## src/rtl/udiv_pkg.sv

```systemverilog
// -----------------------------------------------------------------------------
// udiv_pkg
// Shared types and constants for the sequential 16-by-8 unsigned divider.
//   udiv_state_t   : controller state (IDLE, CALC, DONE)
//   UDIV_ZW/YW/QW  : dividend, divisor and quotient widths
//   UDIV_Q_ERR     : quotient value reported on divide-by-zero / overflow
//   UDIV_REM_ERR   : remainder value reported on divide-by-zero / overflow
//   udiv_overflow(): true when the quotient cannot be represented in 8 bits
// -----------------------------------------------------------------------------
package udiv_pkg;

    typedef enum logic [1:0] {
        IDLE = 2'd0,
        CALC = 2'd1,
        DONE = 2'd2
    } udiv_state_t;

    localparam int UDIV_ZW = 16;
    localparam int UDIV_YW = 8;
    localparam int UDIV_QW = 8;

    localparam logic [UDIV_QW-1:0] UDIV_Q_ERR   = 8'hFF;
    localparam logic [UDIV_YW-1:0] UDIV_REM_ERR = 8'hFF;

    // A zero divisor, or a high dividend byte that is already >= y, means the
    // quotient needs more than 8 bits.
    function automatic logic udiv_overflow(
        input logic [UDIV_YW-1:0] z_hi,
        input logic [UDIV_YW-1:0] y
    );
        return (y == 8'd0) || (z_hi >= y);
    endfunction

endpackage

```

## src/rtl/udiv_step.sv

```systemverilog
// -----------------------------------------------------------------------------
// udiv_step
// One combinational restoring-division step: shift the next dividend bit into
// the partial remainder and subtract the divisor when it fits.
//   pr      [8:0] in  : current partial remainder (always < y)
//   zbit          in  : next dividend bit, MSB first
//   y       [7:0] in  : divisor
//   pr_next [8:0] out : partial remainder after this step
//   qbit          out : quotient bit produced by this step
// -----------------------------------------------------------------------------
module udiv_step
    import udiv_pkg::*;
(
    input  logic [UDIV_YW:0]   pr,
    input  logic               zbit,
    input  logic [UDIV_YW-1:0] y,
    output logic [UDIV_YW:0]   pr_next,
    output logic               qbit
);

    logic [UDIV_YW:0] t_s;
    logic             ge_s;

    // Trial subtraction; pr[8] is zero whenever pr < y, and if it were ever set
    // the true shifted value would exceed any 8-bit divisor anyway.
    always_comb begin
        t_s  = {pr[UDIV_YW-1:0], zbit};
        ge_s = (t_s >= {1'b0, y}) || pr[UDIV_YW];
        if (ge_s) begin
            pr_next = t_s - {1'b0, y};
            qbit    = 1'b1;
        end else begin
            pr_next = t_s;
            qbit    = 1'b0;
        end
    end

endmodule

```

## src/rtl/unsigned_16by8_div_seq.sv

```systemverilog
// -----------------------------------------------------------------------------
// unsigned_16by8_div_seq
// Sequential unsigned restoring divider: q = z / y, rem = z % y, one quotient
// bit per clock behind a valid/ready handshake. Quotient overflow and divide by
// zero finish immediately with err = 1 and q = rem = 8'hFF.
//
// Build option: define UDIV_TRUNC_EN for approximate mode, which computes only
// the TRUNC_ITERS quotient MSBs (remaining LSBs 0) and forces rem to 0.
//
// Parameters
//   TRUNC_ITERS : quotient MSBs computed when UDIV_TRUNC_EN is defined (1..8)
// Ports
//   clk        in       : clock, rising edge
//   rst        in       : asynchronous active-high reset
//   in_valid   in       : z/y valid
//   in_ready   out      : divider idle, can accept operands
//   z          in  [15] : dividend
//   y          in  [7]  : divisor
//   out_valid  out      : q/rem/err valid
//   out_ready  in       : consumer takes the result
//   q          out [7]  : quotient
//   rem        out [7]  : remainder
//   err        out      : divide-by-zero or quotient overflow
// -----------------------------------------------------------------------------
module unsigned_16by8_div_seq
    import udiv_pkg::*;
#(
    parameter int TRUNC_ITERS = 6
) (
    input  logic               clk,
    input  logic               rst,
    input  logic               in_valid,
    output logic               in_ready,
    input  logic [UDIV_ZW-1:0] z,
    input  logic [UDIV_YW-1:0] y,
    output logic               out_valid,
    input  logic               out_ready,
    output logic [UDIV_QW-1:0] q,
    output logic [UDIV_YW-1:0] rem,
    output logic               err
);

`ifdef UDIV_TRUNC_EN
    localparam bit TRUNC_MODE = 1'b1;
`else
    localparam bit TRUNC_MODE = 1'b0;
`endif

    // Quotient bit index of the final CALC iteration.
    localparam logic [2:0] LAST_BIT = TRUNC_MODE ? 3'(UDIV_QW - TRUNC_ITERS) : 3'd0;

    udiv_state_t        state_q, state_d;
    logic [7:0]         zl_q, zl_d;      // low dividend byte, consumed MSB first
    logic [UDIV_YW-1:0] y_q, y_d;
    logic [UDIV_YW:0]   pr_q, pr_d;
    logic [2:0]         cnt_q, cnt_d;
    logic [UDIV_QW-1:0] q_q, q_d;
    logic [UDIV_YW-1:0] rem_q, rem_d;
    logic               err_q, err_d;
    logic               in_ready_q, in_ready_d;
    logic               out_valid_q, out_valid_d;

    logic [UDIV_YW:0]   step_pr_s;
    logic               step_qbit_s;

    udiv_step u_step (
        .pr      (pr_q),
        .zbit    (zl_q[cnt_q]),
        .y       (y_q),
        .pr_next (step_pr_s),
        .qbit    (step_qbit_s)
    );

    // Next-state and datapath update for the IDLE/CALC/DONE controller.
    always_comb begin
        state_d = state_q;
        zl_d    = zl_q;
        y_d     = y_q;
        pr_d    = pr_q;
        cnt_d   = cnt_q;
        q_d     = q_q;
        rem_d   = rem_q;
        err_d   = err_q;

        case (state_q)
            IDLE: begin
                if (in_valid && in_ready_q) begin
                    if (udiv_overflow(z[UDIV_ZW-1:8], y)) begin
                        q_d     = UDIV_Q_ERR;
                        rem_d   = UDIV_REM_ERR;
                        err_d   = 1'b1;
                        state_d = DONE;
                    end else begin
                        zl_d    = z[7:0];
                        y_d     = y;
                        pr_d    = {1'b0, z[UDIV_ZW-1:8]};
                        cnt_d   = 3'd7;
                        q_d     = 8'd0;
                        rem_d   = 8'd0;
                        err_d   = 1'b0;
                        state_d = CALC;
                    end
                end else begin
                    state_d = IDLE;
                end
            end
            CALC: begin
                pr_d       = step_pr_s;
                q_d[cnt_q] = step_qbit_s;
                if (cnt_q == LAST_BIT) begin
                    rem_d   = TRUNC_MODE ? 8'd0 : step_pr_s[UDIV_YW-1:0];
                    err_d   = 1'b0;
                    state_d = DONE;
                end else begin
                    cnt_d   = cnt_q - 3'd1;
                end
            end
            DONE: begin
                if (out_ready) begin
                    state_d = IDLE;
                end else begin
                    state_d = DONE;
                end
            end
            default: begin
                state_d = IDLE;
            end
        endcase

        // Handshake flags are registered copies of the next state decode.
        in_ready_d  = (state_d == IDLE);
        out_valid_d = (state_d == DONE);
    end

    // State and datapath registers; reset aborts any operation in flight.
    always_ff @(posedge clk or posedge rst) begin
        if (rst) begin
            state_q     <= IDLE;
            zl_q        <= 8'd0;
            y_q         <= 8'd0;
            pr_q        <= 9'd0;
            cnt_q       <= 3'd0;
            q_q         <= 8'd0;
            rem_q       <= 8'd0;
            err_q       <= 1'b0;
            in_ready_q  <= 1'b1;
            out_valid_q <= 1'b0;
        end else begin
            state_q     <= state_d;
            zl_q        <= zl_d;
            y_q         <= y_d;
            pr_q        <= pr_d;
            cnt_q       <= cnt_d;
            q_q         <= q_d;
            rem_q       <= rem_d;
            err_q       <= err_d;
            in_ready_q  <= in_ready_d;
            out_valid_q <= out_valid_d;
        end
    end

    assign in_ready  = in_ready_q;
    assign out_valid = out_valid_q;
    assign q         = q_q;
    assign rem       = rem_q;
    assign err       = err_q;

endmodule

```

## config.mk

```make
export PLATFORM = sky130hd
export DESIGN_NAME = unsigned_16by8_div_seq
export DESIGN_NICKNAME = d
export VERILOG_FILES = /design/src/rtl/udiv_pkg.sv /design/src/rtl/udiv_step.sv /design/src/rtl/unsigned_16by8_div_seq.sv
export SDC_FILE = /design/constraint.sdc
export NUM_CORES = 1
export LEC_CHECK = 0
export BUFFER_PORTS_ARGS = -buffer_cell sky130_fd_sc_hd__clkbuf_2
export CAP_MARGIN = 30
export CORE_MARGIN = 2
export CORE_UTILIZATION = 45
export DETAILED_ROUTE_END_ITERATION = 8
export PLACE_DENSITY = 0.67
export SYNTH_ARGS = -nofsm -noshare
export SYNTH_HDL_FRONTEND = slang
export SYNTH_SLANG_ARGS = --single-unit
```

## constraint.sdc

```tcl
create_clock -name clk -period 3.8 [get_ports clk]
set_input_delay 0.57 -clock clk [delete_from_list [all_inputs] [get_ports clk]]
set_output_delay 0.57 -clock clk [all_outputs]
set_load 0.02 [all_outputs]
```

==> results.ini, run 1 <==
[yosys]
syn_nets=346
synth.avg_cell_area_um2=9.436
synth_fa_ha_area_frac=0.08692
synth_mux_area_frac=0.04967
syn_area_um2=2821
synth-simple-area-share=0.1659
synth_cell_types=53
ys_ff_latch=49
yosysWarningCount=0
ys.flop_type=dfrtp_1
synth_xor_area_frac=0.01552
yosysSeqAreaShare=0.4350
async_flop_share=1.000
synth_top_family_by_area=compound AO/OA/AOI/OAI gates
synth_compound_area_frac=0.1925
synth_cells=299
synth_edf_count=0

[layout]
num_antenna_cells=0
layout_commonest_cell=nand2_1
layout_common_cells=nand2_1 (53), dfrtp_1 (48), clkbuf_2 (46), inv_1 (20), ha_1 (18)
area_delta_synth_final_pct=13.75
fill_cells=582
drive_gt1_frac=0.2128
num-nets-final=389
fin_util=0.5357

[place]
place_congestion=0.8723
dp_hpwl_mm=4.526
io_buffer_count=46

[critical_path]
critPathKind=reg -> reg
reg2reg_to=rem[6]$_DFFE_PP0P_
end_kind=flop
startpoint_type=flop
startpoint=cnt_q[1]$_DFFE_PP0P_
required_ns=4.05
timing.rr.start=cnt_q[1]$_DFFE_PP0P_
r2r_cells=11
arrival_ns=3.44
path_max_fanout=8
r2r_setup_slack_ns=0.61

[routing]
drtIter0Drc=109
viasPerCell=5.483
drc_errors=0
via_count=2292
wl_mm=5.983
first_pass_iters=4
ant_nets=0
wl_per_cell_um=14.31

[timing]
skew_ns=0.009368
slew-limit-headroom=0.6445
setup_viol=0
rsz0062_at_grt=no
slew_violations=0
hold_violations=0
tns_ns=0
tightest_slew_ns=0.5319
fin_crit_ns=3.192
fmax_ghz=0.3133
finalCritPeriodShare=0.8399

[die]
fp.dieH_um=83.18
die_area_um2=6919
rows=28
ioPinCount=47
die_x_um=83.18
initial_core_util=0.4710
core-area_um2=5991

[clocking]
cts_setup_buffers=0
cts_buffers=5
cts_hold_buf=0
htree_levels=2
cts_tree=done
post_cts_resized=0
cts.clk_slew.worst_paths_ns=0.10
clock_latency_ns=0.31
clock_sinks=49
cts_root_buffer=clkbuf_8
cts_buffer_depth=2

[grt]
antenna_found_initial=0
grt_pass1_vias=2241
overflow=0
grt_start_max_net_pins=33
grt_pass1_wl_mm=10.47
gr-usage-all-layers=0.1857

[pwr]
power_leakage_nw=1.548
finalPower_w=0.003196
p_per_area_nw_per_um2=996.0
vdd_drop_max_mv=0.4725

[worst_hold_path]
hold_path_class=in -> async

[status]
status=finished clean

[run]
maxCapViolCount=0

[layout make-up]
cell class                 instances  area (µm²)  share of cell area
inverter                          21       78.83             0.02456
clock inverter                     2       38.79             0.01209
sequential                        49        1227              0.3825
multi-input combinational        217        1440              0.4487
timing repair buffer              48       257.7             0.08031
tap                               75       93.84             0.02924
clock buffer                       6       72.57             0.02261
[Yosys cell counts (all sizes together), types with 6 or more instances]
master,instances,area (µm²)
a21oi,17,96.35
a22oi,6,45.04
buf,9,63.81
dfrtp,48,1201
ha,18,225.2
inv,21,78.83
mux2i,8,80.08
nand2,53,198.9
nand3,17,90.09
nor2,16,67.56
o211ai,8,60.06
o21ai,25,128.9
[worst max-delay path, stage by stage (launching register included)]
cell	delay [ns]
dfrtp_1	0.52
mux4_2	0.54
mux2i_1	0.21
ha_1	0.19
inv_1	0.05
fa_1	0.42
a211o_1	0.30
a21oi_1	0.22
o21bai_1	0.10
xor2_1	0.17
nor3b_1	0.23
o22a_1	0.17
[state kept, by name (all words and copies together), names as in the netlist]
signal	cells
q	8
rem	8
in_ready	1
pr_q	9
err	1
out_valid	1
state_q	2
y_q	8
zl_q	8
cnt_q	3
[worst max-delay path by stage]
stage                     endpoint  cells past startpoint
6_report        rem[6]$_DFFE_PP0P_                     11
5_1_grt         rem[6]$_DFFE_PP0P_                     11
4_1_cts         rem[6]$_DFFE_PP0P_                     11
3_5_place_dp   pr_q[8]$_DFFE_PP0P_                     11
3_3_place_gp   pr_q[8]$_DFFE_PP0P_                     11
2_1_floorplan  pr_q[8]$_DFFE_PP0P_                     12
[logic make-up (layout without fill, tap and decap cells)]
family,Yosys count,count (layout)
flops,49,49
buf+inv,33,77
xor+xnor,5,5
fa+ha+maj,19,19
mux,11,11
simple gates,103,103
compound gates,79,79
[where the power goes]
| group | total [W] | switching, W | internal [W] |
|---|---|---|---|
| Combinational | 0.00186 | 0.00110 | 0.000760 |
| Clock | 0.000379 | 0.000181 | 0.000198 |
| Sequential | 0.000959 | 0.000173 | 0.000786 |
[per-layer routing]
metal / up-vias / wire [µm] / track usage
met4: 0 / 120 / 0.06706
met5: - / 0 / 0
met2: 39 / 2767 / 0.2940
li1: 1134 / - / -
met1: 1109 / 2866 / 0.2558
met3: 10 / 229 / 0.03380
[per-stage QoR]
step           worst slack [ns]  instance area (µm²)  std cells  hold WS [ns]
6_report                 0.6082                 3209        418        0.2403
5_1_grt                  0.3527                 3209        418        0.2815
4_1_cts                  0.6191                 3209        418        0.2550
3_5_place_dp             0.6593                 3098        410        0.4636
3_3_place_gp             0.7061                 3078        409        0.4600
2_1_floorplan            0.9299                 2821        299        0.4403
No activity file was read; power rests on OpenSTA's default activity.
==> inputs of run 2 (changes only) <==
--- a/config.mk
+++ b/config.mk
@@ -10,7 +10,7 @@
 export CORE_MARGIN = 2
 export CORE_UTILIZATION = 45
 export DETAILED_ROUTE_END_ITERATION = 8
-export PLACE_DENSITY = 0.67
+export PLACE_DENSITY = 0.7
 export SYNTH_ARGS = -nofsm -noshare
 export SYNTH_HDL_FRONTEND = slang
 export SYNTH_SLANG_ARGS = --single-unit
==> constraint.sdc (replaced) <==
create_clock -name clk -period 2.9 [get_ports clk]
set_input_delay 0.435 -clock clk [delete_from_list [all_inputs] [get_ports clk]]
set_output_delay 0.435 -clock clk [all_outputs]
set_load 0.02 [all_outputs]
==> run 2 against run 1 <==
The flow now finishes with violations (setup timing). Setup slack worse by 0.62 ns. Non-clock buffer count is 10 higher. Critical path depth stayed put. Combinational power is 44% higher.
==> results.ini, run 2 (synthesis gave the netlist of run 1 again) <==
[pwr]
power_leakage_nw=1.578
finalPower_w=0.004322
p_per_area_nw_per_um2=1316
vdd_drop_max_mv=0.5547

[timing]
tns_ns=-0.009796
fmax_ghz=0.3437
rsz0062_at_grt=yes
slew-limit-headroom=0.6115
setup_viol=1
skew_ns=0.01039
tightest_slew_ns=0.5814
slew_violations=0
finalCritPeriodShare=1.003
hold_violations=0
worst_slack_ns=-0.009796
holdWs_ns=0.09744
fin_crit_ns=2.910

[place]
io_buffer_count=46
place_congestion=0.9259
dp_hpwl_mm=4.664
dp_cells=416
place_area_um2=3143

[critical_path]
reg2reg_to=pr_q[8]$_DFFE_PP0P_
arrival_ns=3.08
r2r_cells=11
path_max_fanout=3
slowest_stage=mux4_2
critPathKind=reg -> reg
startpoint=cnt_q[1]$_DFFE_PP0P_
timing.rr.start=cnt_q[1]$_DFFE_PP0P_
critPathMaxStageDelay_ns=0.53
startpoint_type=flop
crit_chain=mux4_2, mux2i_2, ha_2, inv_2, fa_2, a211o_1, a21oi_2, o21ai_1, a221oi_2, xnor2_1, o22ai_1
end_kind=flop
r2r_setup_slack_ns=-0.01
required_ns=3.07

[routing]
first_pass_iters=4
routed.top_layer=met4
wl_met2_mm=2.930
via_count=2345
wl_mm=6.236
wl_met3_um=309
drtIter0Drc=129
ant_nets=0
viasPerCell=5.479
wl_per_cell_um=14.57
drc_errors=0
wl_met1_mm=2.849

[clocking]
cts_tree=done
cts_buffer_depth=2
cts_hold_buf=0
cts_buffers=5
htree_levels=2
clock_latency_ns=0.31
cts.clk_slew.worst_paths_ns=0.09
clock_sinks=49
cts_root_buffer=clkbuf_8

[layout]
layout_common_cells=nand2_1 (53), dfrtp_1 (47), clkbuf_2 (46), inv_1 (19), ha_1 (17)
area_delta_synth_final_pct=16.41
largest_reg_flops=9
top_register=pr_q
drive_gt1_frac=0.2578
layout_commonest_cell=nand2_1
num_antenna_cells=0
layout.cells.non_filler=428
num-nets-final=399
fill_cells=540
stdcell_area_um2=3284

[status]
violations=setup timing
status=finished, violations left

[die]
fp.dieH_um=83.18
initial_core_util=0.4710
ioPinCount=47
die_area_um2=6919
core-area_um2=5991
die_x_um=83.18
rows=28

[grt]
overflow=0
grt_start_max_net_pins=33
antenna_found_initial=0
grt_pass1_wl_mm=10.64
gr-usage-all-layers=0.1909
grt_pass1_vias=2206

[run]
maxCapViolCount=0

[worst_hold_path]
hold_path_class=in -> async

## run 2: cell types whose count changed in the layout (fill, tap and decap cells not counted), sizes merged
| cell | previous run | this run |
|---|---|---|
| buf | 2 | 12 |
| clkinvlp | 0 | 2 |
| bufinv | 1 | 0 |
| clkinv | 1 | 0 |
## run 2: worst max-delay path, delay by kind of cell (launching register included)
family / cells / cell delay (ns)
muxes: 2 / 0.72
buffers and inverters: 1 / 0.04
AOI/OAI and AO/OA: 5 / 0.90
xor gates and xnor gates: 1 / 0.14
DFF: 1 / 0.42
adders and majority gates: 2 / 0.55
## run 2: repair_timing
item / 4_1_cts / 5_1_grt
endpoints found under the setup margin: 3 / 7
setup buffers: 0 / 4
gates resized for setup: 6 / 2
pin swaps: 0 / 3
## run 2: metal layers
| metal | track usage | vias to the layer above |
|---|---|---|
| met4 | 0.08048 | 0 |
| li1 | - | 1158 |
| met2 | 0.2911 | 59 |
| met1 | 0.2639 | 1118 |
| met3 | 0.04175 | 10 |
| met5 | 0 | - |
## run 2: layout make-up
| class | instances | area, µm² | area share |
|---|---|---|---|
| Multi-Input combinational cell | 217 | 1463 | 0.4453 |
| Sequential cell | 49 | 1229 | 0.3741 |
| Timing Repair Buffer | 58 | 332.8 | 0.1013 |
| Tap cell | 75 | 93.84 | 0.02857 |
| Inverter | 21 | 78.83 | 0.02400 |
| Clock buffer | 6 | 72.57 | 0.02210 |
| Clock inverter | 2 | 15.01 | 0.004571 |
## run 2: how the worst max path moves through the flow
stage,endpoint,slack (ns),depth (start not counted)
6_report,pr_q[8]$_DFFE_PP0P_,-0.01,11
5_1_grt,pr_q[8]$_DFFE_PP0P_,-0.16,11
4_1_cts,pr_q[8]$_DFFE_PP0P_,-0.01,11
3_5_place_dp,pr_q[8]$_DFFE_PP0P_,-0.12,11
3_3_place_gp,pr_q[8]$_DFFE_PP0P_,-0.03,11
2_1_floorplan,pr_q[8]$_DFFE_PP0P_,0.03,12
## run 2: through the flow
step                      utilization  worst slack, ns
after CTS                      0.5416         -0.01145
after detailed placement       0.5246          -0.1175
after floorplan                     -          0.02990
after global placement         0.5213         -0.02967
final                          0.5482        -0.009796
after global routing           0.5482          -0.1634
## run 2: power by group
group | internal, W | leakage (nW) | switching [W]
logic | 0.00113 | 0.948 | 0.00155
registers | 0.00103 | 0.593 | 0.000206
clock network | 0.000170 | 0.0374 | 0.000234
total | 0.00233 | 1.58 | 0.00199
==> inputs of run 3 (changes only) <==
--- a/config.mk
+++ b/config.mk
@@ -5,12 +5,14 @@
 export SDC_FILE = /design/constraint.sdc
 export NUM_CORES = 1
 export LEC_CHECK = 0
+export ABC_AREA = 1
 export BUFFER_PORTS_ARGS = -buffer_cell sky130_fd_sc_hd__clkbuf_2
 export CAP_MARGIN = 30
 export CORE_MARGIN = 2
 export CORE_UTILIZATION = 45
 export DETAILED_ROUTE_END_ITERATION = 8
-export PLACE_DENSITY = 0.7
+export GPL_TIMING_DRIVEN = 0
+export PLACE_DENSITY = 0.68
 export SYNTH_ARGS = -nofsm -noshare
 export SYNTH_HDL_FRONTEND = slang
 export SYNTH_SLANG_ARGS = --single-unit
==> run 3 against run 2 <==
Sequential power is essentially flat. Die area grew 7.8%. Flip-flop and latch count is the same. Global-route usage grew 0.67 points. Setup slack gained 0.44 ns. The flow now finishes without violations. Combinational power is essentially flat. Critical path depth grew 6.
==> results.ini, run 3 <==
[status]
status=finished clean

[place]
place_area_um2=3403
place_congestion=0.8772
dp_hpwl_mm=5.471
io_buffer_count=46

[yosys]
synth_top_cell_by_area=dfrtp_1
yosysMostFrequentCell=nand2_1
yosysWarningCount=0
ys_ff_latch=49
synthTopCellsByCount=nand2_1 (96), inv_1 (53), dfrtp_1 (48)
synthTopCellsByArea=dfrtp_1 (39%), nand2_1 (12%), ha_1 (7.4%)
yosysSeqAreaShare=0.4020
ys.flop_type=dfrtp_1
async_flop_share=1.000
synth_cells=399
yosysTopAreaCellShare=0.3934
synth_edf_count=0
syn_nets=446
synth_cell_types=36
syn_area_um2=3053
synth.avg_cell_area_um2=7.651

[layout]
layout_common_cells=nand2_1 (96), inv_1 (52), dfrtp_1 (48), nor2_1 (46), clkbuf_2 (46)
num_antenna_cells=0
stdcell_area_um2=3520
layout_commonest_cell=nand2_1
area_delta_synth_final_pct=15.29
seqCellArea_um2=1227
multiInputGateArea_um2=1534
drive_gt1_frac=0.2026
fill_cells=678
largest_reg_flops=9
num-nets-final=500
top_register=pr_q

[run]
maxCapViolCount=0

[pwr]
p_per_area_nw_per_um2=1250
vdd_drop_max_mv=0.3675
finalPower_w=0.004399
power_leakage_nw=1.881

[timing]
rsz0062_at_grt=no
slew-limit-headroom=0.7146
setup_viol=0
tightest_slew_ns=0.4281
tns_ns=0
skew_ns=0.01120
fmax_ghz=0.4050
slew_violations=0
finalCritPeriodShare=0.8514
holdWs_ns=0.07864
fin_crit_ns=2.469
hold_violations=0

[critical_path]
end_kind=flop
path_max_fanout=9
required_ns=3.07
startpoint_type=flop
arrival_ns=2.64
critPathKind=reg -> reg

[clocking]
htree_levels=2
cts_root_buffer=clkbuf_8
cts.clk_slew.worst_paths_ns=0.09
post_cts_resized=0
cts_hold_buf=0
cts_buffer_depth=2
clock_latency_ns=0.31
cts_buffers=5
cts_setup_buffers=0
clock_sinks=49
cts_tree=done

[grt]
overflow=0
antenna_found_initial=0
gr-usage-all-layers=0.1976
grt_pass1_wl_mm=11.70
grt_pass1_vias=2553
grt_start_max_net_pins=33

[routing]
drc_errors=0
first_pass_iters=4
drtIter0Drc=165
ant_nets=0
wl_mm=6.761
wl_per_cell_um=12.66
viasPerCell=5.004
via_count=2672

[die]
initial_core_util=0.4569
fp.dieH_um=86.37
die_area_um2=7459
die_x_um=86.37
ioPinCount=47
rows=30
core-area_um2=6681

[worst_hold_path]
hold_path_class=in -> async

## run 3: logic make-up after synthesis
kind of cell	share of synthesized area
xor+xnor	0.008608
buf+inv	0.09549
simple gates	0.3328
compound gates	0.08074
flops	0.4021
fa+ha+maj	0.08033
## run 3: final cells by class
| type | instances | share of cell area |
|---|---|---|
| Multi-Input combinational cell | 282 | 0.4358 |
| Sequential cell | 49 | 0.3487 |
| Timing Repair Buffer | 47 | 0.07110 |
| Inverter | 59 | 0.06363 |
| Tap cell | 80 | 0.02844 |
| Clock buffer | 7 | 0.02453 |
| Buffer | 9 | 0.01920 |
| Clock inverter | 1 | 0.008532 |
## run 3: metrics by stage
stage | setup WS, ns | utilization | cells
floorplan | 0.7787 | - | 399
global placement | 0.4608 | 0.5064 | 525
detailed placement | 0.4552 | 0.5094 | 526
CTS | 0.4300 | 0.5268 | 534
global route | 0.1671 | 0.5268 | 534
finish | 0.4309 | 0.5268 | 534
## run 3: final timing paths
path | start | to | slack, ns | cells after the start
setup / recovery | cnt_q[1]$_DFFE_PP0P_ | rem[4]$_DFFE_PP0P_ | 0.43 | 17
hold / removal | rst | q[2]$_DFFE_PP0P_ | 0.08 | 2
setup reg to reg | cnt_q[1]$_DFFE_PP0P_ | rem[4]$_DFFE_PP0P_ | 0.43 | 17
hold reg to reg | y_q[5]$_DFFE_PP0P_ | y_q[5]$_DFFE_PP0P_ | 0.49 | 2
max in group asynchronous | rst | pr_q[6]$_DFFE_PP0P_ | 2.31 | 3
min in group clk | z[0] | zl_q[0]$_DFFE_PP0P_ | 0.34 | 3
## run 3: routing by layer
metal / GRT usage / vias up / wire length [µm]
li1: - / 1383 / -
met1: 0.2864 / 1224 / 3398
met2: 0.3049 / 60 / 2970
met3: 0.03619 / 5 / 320
met4: 0.05256 / 0 / 72
met5: 0 / - / 0
## run 3: report_power, final
group	switching [W]	internal (W)	total, W
Sequential	0.000207	0.00103	0.00123
Combinational	0.00168	0.000984	0.00266
Clock	0.000223	0.000281	0.000505
## run 3: critical path, stage by stage (launching register included)
cell     delay (ns)
dfrtp_1        0.32
buf_2          0.18
inv_1          0.10
nand3_1        0.08
nand2_1        0.06
nor2_1         0.08
nand2_1        0.06
nand2_1        0.10
ha_1           0.15
inv_1          0.06
fa_1           0.42
inv_1          0.07
nor2_1         0.04
nor2_1         0.16
xor2_1         0.16
nand2_1        0.07
nand3_1        0.13
a21oi_1        0.09
